--- config.mk ---
export PLATFORM = sky130hd
export DESIGN_NAME = shift_issue_stage
export DESIGN_NICKNAME = d
export VERILOG_FILES = /design/src/rtl/shift_issue_stage.sv
export SDC_FILE = /design/constraint.sdc
export NUM_CORES = 1
export LEC_CHECK = 0
export BUFFER_PORTS_ARGS = -buffer_cell sky130_fd_sc_hd__buf_4
export CAP_MARGIN = 20
export CORE_MARGIN = 2
export CORE_UTILIZATION = 41
export DETAILED_ROUTE_END_ITERATION = 12
export GPL_TIMING_DRIVEN = 1
export PLACE_DENSITY = 0.7
export SLEW_MARGIN = 20
export SYNTH_ARGS = -nofsm -noshare
export SYNTH_HDL_FRONTEND = slang
export SYNTH_SLANG_ARGS = --single-unit
--- constraint.sdc ---
create_clock -name clk -period 3.4 [get_ports clk]
set_clock_uncertainty 0.15 [all_clocks]
set_input_delay 0.17 -clock clk [delete_from_list [all_inputs] [get_ports clk]]
set_output_delay 0.17 -clock clk [all_outputs]
set_load 0.01 [all_outputs]
--- src/rtl/shift_issue_stage.sv ---
// shift_issue_stage: registered valid/ready issue stage around a barrel shifter.
// The stage holds up to two requests. The result register R holds one shifted result.
// The skid register S holds one raw request. in_ready comes from a flop, so it has
// no combinational path from out_ready.
//
// Ports:
//   clk, rst              clock; synchronous active-high reset
//   in_valid/in_ready     request handshake (in_ready registered)
//   in_alufn              00 SHL, 01 SHR, 11 SRA, 10 illegal
//   in_a, in_b            operand and unsigned shift amount
//   out_valid/out_ready   result handshake
//   out_result            shifted value (0 for illegal alufn)
//   out_illegal           result came from alufn=10
//   op_count              accepted-request counter, wraps mod 2^16
module shift_issue_stage #(
  parameter  int unsigned BITS = 32,
  localparam int unsigned SHW  = $clog2(BITS)
) (
  input  logic            clk,
  input  logic            rst,
  input  logic            in_valid,
  output logic            in_ready,
  input  logic [1:0]      in_alufn,
  input  logic [BITS-1:0] in_a,
  input  logic [SHW-1:0]  in_b,
  output logic            out_valid,
  input  logic            out_ready,
  output logic [BITS-1:0] out_result,
  output logic            out_illegal,
  output logic [15:0]     op_count
);

  typedef enum logic [1:0] {
    ST_EMPTY = 2'd0,
    ST_BUSY  = 2'd1,
    ST_FULL  = 2'd2
  } state_t;

  state_t          state;

  logic [1:0]      skid_alufn;
  logic [BITS-1:0] skid_a;
  logic [SHW-1:0]  skid_b;

  logic            in_xfer;
  logic            out_xfer;
  logic [1:0]      sel_alufn;
  logic [BITS-1:0] sel_a;
  logic [SHW-1:0]  sel_b;
  logic [BITS-1:0] sh_result;
  logic            sh_illegal;

  // Handshakes and shifter operand select. In FULL, R is only reloaded from the skid.
  always_comb begin
    in_xfer   = in_valid & in_ready;
    out_xfer  = out_valid & out_ready;
    sel_alufn = in_alufn;
    sel_a     = in_a;
    sel_b     = in_b;
    if (state == ST_FULL) begin
      sel_alufn = skid_alufn;
      sel_a     = skid_a;
      sel_b     = skid_b;
    end
  end

  // Single shared shifter evaluated on the selected operands.
  always_comb begin
    sh_result  = '0;
    sh_illegal = 1'b0;
    unique case (sel_alufn)
      2'b00:   sh_result = sel_a << sel_b;
      2'b01:   sh_result = sel_a >> sel_b;
      2'b11:   sh_result = BITS'($signed(sel_a) >>> sel_b);
      default: sh_illegal = 1'b1;
    endcase
  end

  // State register, result and skid registers, registered handshake outputs.
  always_ff @(posedge clk) begin
    if (rst) begin
      state       <= ST_EMPTY;
      out_valid   <= 1'b0;
      out_result  <= '0;
      out_illegal <= 1'b0;
      in_ready    <= 1'b1;
      op_count    <= 16'd0;
      skid_alufn  <= 2'b00;
      skid_a      <= '0;
      skid_b      <= '0;
    end else begin
      if (in_xfer) begin
        op_count <= op_count + 16'd1;
      end
      unique case (state)
        ST_EMPTY: begin
          if (in_xfer) begin
            out_result  <= sh_result;
            out_illegal <= sh_illegal;
            out_valid   <= 1'b1;
            state       <= ST_BUSY;
          end
        end
        ST_BUSY: begin
          if (in_xfer && out_xfer) begin
            out_result  <= sh_result;
            out_illegal <= sh_illegal;
          end else if (in_xfer) begin
            // Consumer stalled: park the raw request and stop accepting.
            skid_alufn <= in_alufn;
            skid_a     <= in_a;
            skid_b     <= in_b;
            in_ready   <= 1'b0;
            state      <= ST_FULL;
          end else if (out_xfer) begin
            out_valid <= 1'b0;
            state     <= ST_EMPTY;
          end
        end
        ST_FULL: begin
          if (out_xfer) begin
            out_result  <= sh_result;
            out_illegal <= sh_illegal;
            in_ready    <= 1'b1;
            state       <= ST_BUSY;
          end
        end
        default: begin
          state     <= ST_EMPTY;
          out_valid <= 1'b0;
          in_ready  <= 1'b1;
        end
      endcase
    end
  end

endmodule

==> summary.md <==
| Metric | Value |
|---|---|
| DR vias | `10187` |
| Hold Path Stages | `2` |
| Area of placed instances | `0.00958 mm²` |
| Path depth of the worst reg2reg path | `9` |
| Drt total wl | `37500 µm` |
| IO buf count | `93` |
| P_leak | `3.90 nW` |
| Root Buffer | `sky130_fd_sc_hd__clkbuf_16` |
| Post-route cell area | `0.0103 mm²` |
| Cells after synthesis | `1205` |
| Setup total negative slack | `0 ns` |
| Top achievable clock speed | `0.312 GHz` |
| Proportion of register bits with asynchronous set or reset after synthesis | `0%` |
| Reg-to-reg endpoint | `out_result[30]$_SDFFE_PP0P_` |
| Most common cell after layout, fill and taps aside | `sky130_fd_sc_hd__nand2_1` |
| Total of max-cap violations | `0` |
| Register-to-register setup slack | `0.20 ns` |
| Start of the worst register-to-register path | `state[1]$_SDFFE_PP0P_` |
| Total number of placement rows | `52` |
| Vias in the first global route | `9261` |
| Buffer and inverter count on the worst path | `1` |
| Kind of end point of the critical path | `register` |
| Syn_nets | `1249` |
| Source-to-sink clock delay at the later pin of the worst-skew pair | `0.37 ns` |
| First-pass GRT wire length | `56700 µm` |
| TritonCTS clock tree | `yes` |
| Slew @ Worst Pin | `0.862 ns` |
| Total standard cell area after synthesis | `0.00839 mm²` |
| Area delta synth->final | `22.5%` |
| Placeable core region | `0.0202 mm²` |
| Critical path data required time | `3.53 ns` |
| Post-DP HPWL | `28300 µm` |
| # nets final | `1358` |
| Portion of the clock cycle consumed by the worst path in the final layout | `94.2%` |
| Sequential cell area | `0.00184 mm²` |
| Number of enable flip-flop cells after synthesis | `0` |
| Number of hold violations in the final report | `0` |
| Setup slack at placement | `0.161 ns` |
| H-tree depth | `3` |
| Slowest cell delay on critical path | `0.66 ns` |
| Initial antenna violation count | `0` |
| Least setup slack across all paths after layout | `0.198 ns` |
| Sequential-to-total area share from yosys stat | `22.0%` |
| Critical-path top delay cell | `sky130_fd_sc_hd__mux2_2` |
| Count of warnings emitted by yosys | `0` |
| Setup crit start kind | `register` |
| Setup violations, final | `0` |
| Synthesized flop and latch total | `92` |
| Synthesized area divided by synthesized cell count | `6.96 µm²` |
| Residual overflow from global routing | `0` |
| Slew margin rel. | `42.0%` |
| Worst Hold End | `out_result[14]$_SDFFE_PP0P_` |
| Routed WL per cell | `23.6 µm` |
| Count of distinct cell types in the synthesized netlist | `83` |
| Result of the run | `finished, final reports clean` |
| Worst hold-check path type | `in2reg` |
| Clock transition at the registers of the reported paths | `0.07 ns` |
| Post-Route Hold Slack | `0.0163 ns` |
| Critical path class | `reg2reg` |
| Count of antenna diodes in the layout | `0` |
| Hold Path Origin | `rst` |
| Die Outline Area | `0.0216 mm²` |
| CTS Buf Count | `9` |
| Detailed-route vias per instance | `6.41` |
| Initial core utilization | `41.6%` |
| Die Span X | `147 µm` |
| Arrival time of the worst setup path | `3.33 ns` |
| Number of primary I/O pins | `94` |
| Final RePlAce weighted congestion | `1.02` |
| Sink Count | `92` |
| Clk buf depth | `2` |
| Initial DRT Pass Iterations | `7` |
| Fillers | `2068` |
| Power density of the placed cells | `413 mW/mm²` |
| Maximum vdd drop | `270 µV` |
| Largest net degree at the start of global routing | `66` |
| DRC marker count from the first detailed-route iteration | `1089` |
| Crit-path cells | `nand2b_4 -> mux2_2 -> buf_4 -> nand3_1 -> o211ai_1 -> o21ai_1 -> a21oi_1 -> o22ai_1 -> a221oi_1` |
| DRC | `0` |
| Area occupied by multi-input gates | `0.00592 mm²` |
| Unrepaired setup endpoints after global routing | `no` |
| Largest driver fanout on the critical path | `33` |
| Most used flip-flop cell after synthesis | `sky130_fd_sc_hd__dfxtp_1` |
| Total count of max-transition violations in the final report | `0` |
| Remaining number of nets flagged by the antenna check after routing | `0` |
| Most used cells in the layout excluding fill and tap cells | `201 x sky130_fd_sc_hd__nand2_1, 169 x sky130_fd_sc_hd__buf_4, 98 x sky130_fd_sc_hd__a21oi_1` |
| Total Routing Usage GR | `33.9%` |
| Cell family with the largest share of critical-path delay | `compound AO/OA/AOI/OAI gates` |
| Die Y-Extent | `147 µm` |
| Minimum period implied by the final worst setup slack | `3.20 ns` |
| Share of post-route cells with drive strength above 1 | `18.3%` |
[layout make-up]
cell class                      count  area share, %
Clock inverter                      7          0.670
Tap cell                          270           3.29
Clock buffer                        9           2.19
Inverter                           31           1.13
Multi-Input combinational cell    967           57.6
Sequential cell                    92           17.9
Timing Repair Buffer              213           17.1
[per-layer routing]
layer,vias to the layer above,share of wire (%),GRT usage [%]
li1,4750,-,-
met1,4860,45,49.2
met2,521,44,51.5
met3,56,7.8,4.69
met4,0,3.1,11.4
met5,-,0,0
[power by group]
| group | switching (mW) | internal (mW) | total, mW |
|---|---|---|---|
| combinational | 1.26 | 0.712 | 1.97 |
| clock | 0.517 | 0.516 | 1.03 |
| sequential | 0.0793 | 1.16 | 1.24 |
| total | 1.85 | 2.39 | 4.24 |
[what timing repair did]
item	4_1_cts	5_1_grt
hold buffers	39	0
endpoints found under the hold margin	39	0
setup endpoints to repair	0	4
gates resized for setup	0	3
setup buffers	0	0
[worst max path at each step]
stage,startpoint,end,depth (start not counted)
final,state[1]$_SDFFE_PP0P_,out_result[30]$_SDFFE_PP0P_,9
after global routing,state[0]$_SDFFE_PP0P_,out_result[3]$_SDFFE_PP0P_,10
after CTS,skid_b[0]$_SDFFE_PP0P_,out_result[17]$_SDFFE_PP0P_,9
after detailed placement,state[1]$_SDFFE_PP0P_,out_result[17]$_SDFFE_PP0P_,9
after global placement,state[1]$_SDFFE_PP0P_,out_result[17]$_SDFFE_PP0P_,9
after floorplan,state[0]$_SDFFE_PP0P_,out_result[14]$_SDFFE_PP0P_,10
[Yosys cell counts (4+ instances only)]
master / count / share of area [%]
sky130_fd_sc_hd__o211ai_1: 38 / 3.4
sky130_fd_sc_hd__xor2_1: 8 / 0.84
sky130_fd_sc_hd__nor4b_1: 21 / 2.2
sky130_fd_sc_hd__buf_4: 7 / 0.63
sky130_fd_sc_hd__nand4_1: 10 / 0.75
sky130_fd_sc_hd__a311oi_2: 4 / 0.72
sky130_fd_sc_hd__dfxtp_1: 92 / 22
sky130_fd_sc_hd__a22oi_1: 7 / 0.63
sky130_fd_sc_hd__or3_1: 12 / 0.89
sky130_fd_sc_hd__nor2_1: 82 / 3.7
sky130_fd_sc_hd__mux2i_1: 39 / 4.7
sky130_fd_sc_hd__a311oi_1: 5 / 0.52
sky130_fd_sc_hd__a21oi_1: 98 / 5.8
sky130_fd_sc_hd__buf_2: 42 / 2.5
sky130_fd_sc_hd__a31oi_1: 60 / 4.5
sky130_fd_sc_hd__o22ai_1: 18 / 1.3
sky130_fd_sc_hd__inv_1: 30 / 1.3
sky130_fd_sc_hd__a221oi_1: 21 / 2.2
sky130_fd_sc_hd__o21ai_0: 77 / 4.6
sky130_fd_sc_hd__o311ai_0: 4 / 0.42
sky130_fd_sc_hd__nor3_1: 12 / 0.72
sky130_fd_sc_hd__buf_1: 12 / 0.54
sky130_fd_sc_hd__o31ai_1: 6 / 0.54
sky130_fd_sc_hd__o21ai_1: 6 / 0.36
sky130_fd_sc_hd__nor4_1: 5 / 0.37
sky130_fd_sc_hd__clkbuf_1: 44 / 2.0
sky130_fd_sc_hd__and3_1: 14 / 1.0
sky130_fd_sc_hd__a32oi_1: 5 / 0.52
sky130_fd_sc_hd__nor4bb_1: 28 / 3.3
sky130_fd_sc_hd__buf_6: 7 / 0.94
sky130_fd_sc_hd__nand2_1: 201 / 9.0
sky130_fd_sc_hd__a211oi_1: 7 / 0.63
sky130_fd_sc_hd__nand3_1: 81 / 4.8
sky130_fd_sc_hd__mux2_2: 14 / 1.9
sky130_fd_sc_hd__o221ai_1: 8 / 0.84
[worst register-to-register path, stage by stage, from the launching register on]
cell	delay (ns)
sky130_fd_sc_hd__dfxtp_1	0.42
sky130_fd_sc_hd__nand2b_4	0.27
sky130_fd_sc_hd__mux2_2	0.66
sky130_fd_sc_hd__buf_4	0.44
sky130_fd_sc_hd__nand3_1	0.12
sky130_fd_sc_hd__o211ai_1	0.11
sky130_fd_sc_hd__o21ai_1	0.19
sky130_fd_sc_hd__a21oi_1	0.31
sky130_fd_sc_hd__o22ai_1	0.18
sky130_fd_sc_hd__a221oi_1	0.28
[sequential cells by signal, summed over array words and instances (netlist names)]
name / flops
out_valid: 1
skid_b: 5
op_count: 16
out_result: 32
out_illegal: 1
skid_a: 32
in_ready: 1
state: 2
skid_alufn: 2
[per-stage QoR]
stage / power (mW) / util, % / cells
3_5_place_dp: 3.14 / 47.5 / 1534
3_3_place_gp: 3.15 / 47.5 / 1534
4_1_cts: 4.20 / 50.9 / 1589
2_1_floorplan: 2.38 / - / 1205
6_report: 4.24 / 50.9 / 1589
5_1_grt: 4.43 / 50.9 / 1589
[kinds of logic (layout without fill, tap and decap cells)]
| family | count (synthesis) | count (layout) | share of synthesized area, % |
|---|---|---|---|
| simple gates | 490 | 490 | 29.0 |
| compound gates | 409 | 409 | 32.2 |
| buf+inv | 146 | 260 | 8.14 |
| flops | 92 | 92 | 22.0 |
| mux | 58 | 58 | 7.58 |
| xor+xnor | 9 | 9 | 0.940 |
| fa+ha+maj | 1 | 1 | 0.149 |
(Power assumes the default switching activity.)
